==> src/rtl/prime_pkg.sv <==
// Shared definitions for the prime checker and the sweep controller that drives it.
package prime_pkg;

    // Data width of the prime checker and of every value the sweep issues.
    localparam int PRIME_WIDTH = 4;

    // Smallest value the checker can classify; anything below is non-prime.
    localparam int PRIME_MIN = 2;

    // Sweep controller states, one-hot encoded.
    typedef enum logic [5:0] {
        S_IDLE      = 6'b000001,
        S_ISSUE     = 6'b000010,
        S_WAIT_BUSY = 6'b000100,
        S_WAIT_DONE = 6'b001000,
        S_NEXT      = 6'b010000,
        S_DONE      = 6'b100000
    } state_t;

endpackage

==> src/rtl/prime_sweep_ctrl.sv <==
// Sweep sequencer: walks cur from lo to hi, hands each value >= PRIME_MIN to
// the prime checker and gathers results into bitmap_o / count_o.
// Optional per-check watchdog: define PRIME_SWEEP_TIMEOUT_EN.
module prime_sweep_ctrl
    import prime_pkg::*;
#(
    parameter int WIDTH          = PRIME_WIDTH,
    parameter int TIMEOUT_CYCLES = 64
) (
    input  logic                  clk,
    input  logic                  rst_n,
    input  logic                  start_i,
    input  logic [WIDTH-1:0]      lo_i,
    input  logic [WIDTH-1:0]      hi_i,
    output logic                  busy_o,
    output logic                  done_o,
    output logic [WIDTH:0]        count_o,
    output logic [(2**WIDTH)-1:0] bitmap_o,
    output logic                  err_o,
    output logic                  chk_en_o,
    output logic [WIDTH-1:0]      chk_data_o,
    input  logic                  chk_valid_i,
    input  logic                  chk_prime_i
);

    localparam int              MAP_W   = 2**WIDTH;
    localparam logic [WIDTH-1:0] MIN_VAL = WIDTH'(PRIME_MIN);
    localparam logic [WIDTH:0]   CNT_ONE = (WIDTH+1)'(1);

    // Reject configurations the watchdog and checker interface cannot support.
    if (WIDTH < 2 || TIMEOUT_CYCLES < 2) begin : g_param_check
        $error("prime_sweep_ctrl: WIDTH and TIMEOUT_CYCLES must both be >= 2");
    end

    state_t             state_r;
    logic [WIDTH-1:0]   cur_r;
    logic [WIDTH-1:0]   hi_r;
    logic               busy_r;
    logic               done_r;
    logic               en_r;
    logic [WIDTH:0]     count_r;
    logic [MAP_W-1:0]   bitmap_r;
    logic [WIDTH-1:0]   cur_inc_s;
    logic               wait_abort_s;

    // cur only advances when cur != hi, so this increment never wraps.
    assign cur_inc_s = cur_r + WIDTH'(1);

`ifdef PRIME_SWEEP_TIMEOUT_EN
    localparam int               TMO_W    = $clog2(TIMEOUT_CYCLES + 1);
    localparam logic [TMO_W-1:0] TMO_LAST = TMO_W'(TIMEOUT_CYCLES - 1);

    logic [TMO_W-1:0] tmo_r;
    logic             err_r;

    // Abort the current check once it has spent TIMEOUT_CYCLES waiting.
    assign wait_abort_s = ((state_r == S_WAIT_BUSY) || (state_r == S_WAIT_DONE))
                          && (tmo_r == TMO_LAST);

    // Per-check watchdog counter and sticky error flag.
    always_ff @(posedge clk or negedge rst_n) begin
        if (!rst_n) begin
            tmo_r <= '0;
            err_r <= 1'b0;
        end else begin
            if (state_r == S_ISSUE) begin
                tmo_r <= '0;
            end else if ((state_r == S_WAIT_BUSY) || (state_r == S_WAIT_DONE)) begin
                tmo_r <= tmo_r + TMO_W'(1);
            end
            if ((state_r == S_IDLE) && start_i) begin
                err_r <= 1'b0;
            end else if (wait_abort_s) begin
                err_r <= 1'b1;
            end
        end
    end

    assign err_o = err_r;
`else
    // Without the watchdog the controller waits on the checker indefinitely.
    assign wait_abort_s = 1'b0;
    assign err_o        = 1'b0;
`endif

    // Sweep FSM with registered handshake and result outputs.
    always_ff @(posedge clk or negedge rst_n) begin
        if (!rst_n) begin
            state_r  <= S_IDLE;
            cur_r    <= '0;
            hi_r     <= '0;
            busy_r   <= 1'b0;
            done_r   <= 1'b0;
            en_r     <= 1'b0;
            count_r  <= '0;
            bitmap_r <= '0;
        end else begin
            en_r   <= 1'b0;
            done_r <= 1'b0;
            case (state_r)
                S_IDLE: begin
                    if (start_i) begin
                        hi_r     <= hi_i;
                        cur_r    <= lo_i;
                        bitmap_r <= '0;
                        count_r  <= '0;
                        busy_r   <= 1'b1;
                        if (lo_i > hi_i) begin
                            state_r <= S_DONE;
                            done_r  <= 1'b1;
                        end else begin
                            state_r <= S_ISSUE;
                            en_r    <= (lo_i >= MIN_VAL);
                        end
                    end
                end
                S_ISSUE: begin
                    // en_r is high exactly when cur can be handed to the checker.
                    state_r <= en_r ? S_WAIT_BUSY : S_NEXT;
                end
                S_WAIT_BUSY: begin
                    if (wait_abort_s) begin
                        state_r <= S_DONE;
                        done_r  <= 1'b1;
                    end else if (!chk_valid_i) begin
                        state_r <= S_WAIT_DONE;
                    end
                end
                S_WAIT_DONE: begin
                    if (wait_abort_s) begin
                        state_r <= S_DONE;
                        done_r  <= 1'b1;
                    end else if (chk_valid_i) begin
                        if (chk_prime_i) begin
                            bitmap_r[cur_r] <= 1'b1;
                            count_r         <= count_r + CNT_ONE;
                        end
                        state_r <= S_NEXT;
                    end
                end
                S_NEXT: begin
                    if (cur_r == hi_r) begin
                        state_r <= S_DONE;
                        done_r  <= 1'b1;
                    end else begin
                        cur_r   <= cur_inc_s;
                        en_r    <= (cur_inc_s >= MIN_VAL);
                        state_r <= S_ISSUE;
                    end
                end
                S_DONE: begin
                    busy_r  <= 1'b0;
                    state_r <= S_IDLE;
                end
                default: begin
                    busy_r  <= 1'b0;
                    state_r <= S_IDLE;
                end
            endcase
        end
    end

    assign busy_o     = busy_r;
    assign done_o     = done_r;
    assign count_o    = count_r;
    assign bitmap_o   = bitmap_r;
    assign chk_en_o   = en_r;
    assign chk_data_o = cur_r;

endmodule
==> config.mk <==
export PLATFORM = sky130hd
export DESIGN_NAME = prime_sweep_ctrl
export DESIGN_NICKNAME = d
export VERILOG_FILES = /design/src/rtl/prime_pkg.sv /design/src/rtl/prime_sweep_ctrl.sv
export SDC_FILE = /design/constraint.sdc
export NUM_CORES = 1
export LEC_CHECK = 0
export CORE_ASPECT_RATIO = 2
export CORE_MARGIN = 3
export CORE_UTILIZATION = 51
export DETAILED_ROUTE_END_ITERATION = 8
export GPL_ROUTABILITY_DRIVEN = 0
export PLACE_DENSITY = 0.8
export SYNTH_ARGS = -nofsm -noshare
export SYNTH_HDL_FRONTEND = slang
export SYNTH_SLANG_ARGS = --single-unit
==> constraint.sdc <==
create_clock -name clk -period 2.65 [get_ports clk]
set_input_delay 0.53 -clock clk [delete_from_list [all_inputs] [get_ports clk]]
set_output_delay 0.53 -clock clk [all_outputs]
set_load 0.005 [all_outputs]
==> out/qor.yml <==
global_routing:
  track_usage_pct: 21.6
  grt_pass1_vias: 1691
  use_met2_pct: 41.5
  grtUsageMet3_pct: 3.72
  grt-ovfl-total: 0
  grt_max_degree: 39
  grt_busiest_layer: "met2"
  met1_usage_pct: 22.6
  antenna_found_initial: 0
  grt_pass1_wl_um: 7840
synthesis:
  ys.flop_type: "dfrtp_1"
  synth_cells: 199
  syn_area_um2: 2050
  seq_area_frac_synth_pct: 46.4
  synthAdderAreaFrac_pct: 6.10
  synth_fp_nets: 222
  yosysUniqueCellTypes: 49
  synth_simple_gate_area_share_pct: 19.8
  avgSynthCellArea_um2: 10.3
  synth_compound_area_share_pct: 14.8
  synth_top_family_by_area: "simple AND/OR/NAND/NOR gates"
  synthMuxAreaShare_pct: 3.17
  async_flop_share_pct: 100
  yosys_register_bits: 38
  yosys.area_share.xor_xnor_pct: 4.70
  synth-edff-count: 0
  synth-warning-count: 0
finish:
  final-seq-area_um2: 952
  fin_nets: 262
  n_antenna_cell: 0
  multi_input_area_um2: 1000
  fill_cells: 324
  drive_gt1_share_pct: 9.58
  area_delta_synth_final_pct: 26.1
setup_path:
  reg2reg_setup_slack_ns: 0.51
  cp-start-kind: "primary input"
  endpoint_kind: "flip-flop"
  r2r-start: "state_r[5]$_DFFE_PN0P_"
  path_class: "primary input to flip-flop"
  critPathLaunch: "lo_i[2]"
  critPathRequiredTime_ns: 2.83
  reg2reg_depth: 4
  critPathMaxFanout: 3
  endpoint: "state_r[1]$_DFFE_PN0P_"
  regToRegEndpoint: "chk_data_o[3]$_DFFE_PN0P_"
  worstPathArrival_ns: 2.36
detailed_routing:
  drt_wl_total_um: 4780
  drc: 0
  ant_nets: 0
  drtPass1Iterations: 4
  drt_iter0_drc: 19
  vias: 1654
  vias_per_cell: 5.68
  post_drt_wl_per_cell_um: 16.4
placement:
  portBuffers: 40
  dpl.hpwl_um: 3630
die:
  start_util_pct: 52.8
  die_h_um: 95.7
  placementRows: 32
  coreArea_um2: 3880
  die_area_um2: 4870
  io_pins: 42
  dieWidth_um: 50.9
sta:
  slew_violations: 0
  setup_tns_ns: 0
  finalSetupViolCount: 0
  timing.fmax_mhz: 460
  min_period_over_period_pct: 82.1
  rsz0062_at_grt: "no"
  hold_viol_final: 0
  slew-limit-headroom_pct: 45.5
  tightest_slew_ns: 0.817
  fin_crit_ns: 2.18
  fin_skew_ns: 0.00702
clock_tree:
  clock_sinks: 38
  cts_buffer_depth: 2
  htreeDepth: 2
  tritoncts: "done"
  postCtsSetupBuffers: 0
  postCtsHoldBufs: 0
  cts_root_buf: "clkbuf_8"
  cts-buffers-inserted: 5
  cts.clk_slew.worst_paths_ns: 0.08
  clock_latency_ns: 0.29
  postCtsResizedCells: 0
hold_path:
  worstHoldPathType: "primary input to async pin"
pwr:
  ir_drop_v: 0.000577
  power.density_nw_per_um2: 859
  finalPower_mw: 2.22
  p_leak_nw: 1.17
run_status:
  status: "completed"
job:
  drv_cap: 0
per-stage QoR:
stage	util (%)	area, um2	cells	hold WS [ns]	setup WS (ns)
global placement	63.8	2480	283	0.478	0.265
detailed placement	63.8	2480	283	0.486	0.193
finish	66.6	2590	291	0.326	0.474
CTS	66.6	2590	291	0.359	0.490
global route	66.6	2590	291	0.375	0.395
floorplan	-	2050	199	0.234	0.682
how the worst min path moves through the flow:
stage	startpoint	end	slack, ns	cells past startpoint
2_1_floorplan	rst_n	bitmap_o[0]$_DFFE_PN0P_	0.23	0
3_3_place_gp	bitmap_o[3]$_DFFE_PN0P_	bitmap_o[3]$_DFFE_PN0P_	0.48	2
3_5_place_dp	bitmap_o[6]$_DFFE_PN0P_	bitmap_o[6]$_DFFE_PN0P_	0.49	2
4_1_cts	rst_n	bitmap_o[3]$_DFFE_PN0P_	0.36	1
5_1_grt	rst_n	count_o[4]$_DFFE_PN0P_	0.37	1
6_report	rst_n	count_o[4]$_DFFE_PN0P_	0.33	1
Yosys cell counts (all sizes together) (4+ instances only):
cell | number | area (um2)
xor2 | 4 | 35.0
inv | 10 | 37.5
a31oi | 16 | 100
buf | 8 | 51.3
ha | 10 | 125
mux2 | 4 | 45.0
nand4 | 5 | 31.3
dfrtp | 37 | 926
nor4 | 5 | 76.3
nor2 | 25 | 93.8
nand2 | 8 | 32.5
o21ai | 9 | 45.0
nor2b | 4 | 25.0
xnor2 | 7 | 61.3
a21oi | 4 | 20.0
registers in the layout, summed over array words and instances, names as in the netlist:
signal / cells
chk_data_o: 4
done_o: 1
busy_o: 1
bitmap_o: 16
state_r: 6
count_o: 5
hi_r: 4
chk_en_o: 1
critical path, cell delays in order:
cell and delay, ns:
clkdlybuf4s50_1 0.47, ha_1 0.23, or2_2 0.29, o311ai_1 0.33, o21bai_1 0.14, a2111oi_2 0.36
final cells by class:
type                            instances  area share (%)
Inverter                               10            1.45
Clock buffer                            5            2.66
Tap cell                               51            2.47
Sequential cell                        38            36.8
Multi-Input combinational cell        140            38.6
Clock inverter                          3            1.55
Timing Repair Buffer                   44            16.4
cell families after synthesis:
| logic type | count (synthesis) |
|---|---|
| multiplexers | 6 |
| flip-flops | 38 |
| XOR/XNOR | 11 |
| AO/OA/AOI/OAI | 44 |
| adder cells (fa/ha/maj) | 10 |
| AND/OR/NAND/NOR | 68 |
| buffers and inverters | 21 |
| other | 1 |
cell usage in the layout (no fill, tap or decap), types with 5 or more instances in the layout:
cell / synthesis / layout
clkdlybuf4s50_1: 0 / 39
inv_1: 9 / 9
nand2_1: 7 / 7
clkbuf_8: 0 / 5
dfrtp_1: 37 / 37
a31oi_1: 16 / 16
ha_1: 10 / 10
o21ai_1: 5 / 5
nand4_1: 5 / 5
xnor2_1: 7 / 7
nor2_1: 25 / 25
layer usage:
metal / routed length (um) / vias up
met2: 2840 / 28
met1: 1720 / 831
li1: - / 789
met4: 75 / 0
met3: 142 / 6
met5: 0 / -
report_power, final:
group,switching (mW),leakage (nW),internal (mW)
combinational,0.467,0.606,0.418
clock,0.204,0.0579,0.277
sequential,0.174,0.508,0.682
(Power assumes the default switching activity.)
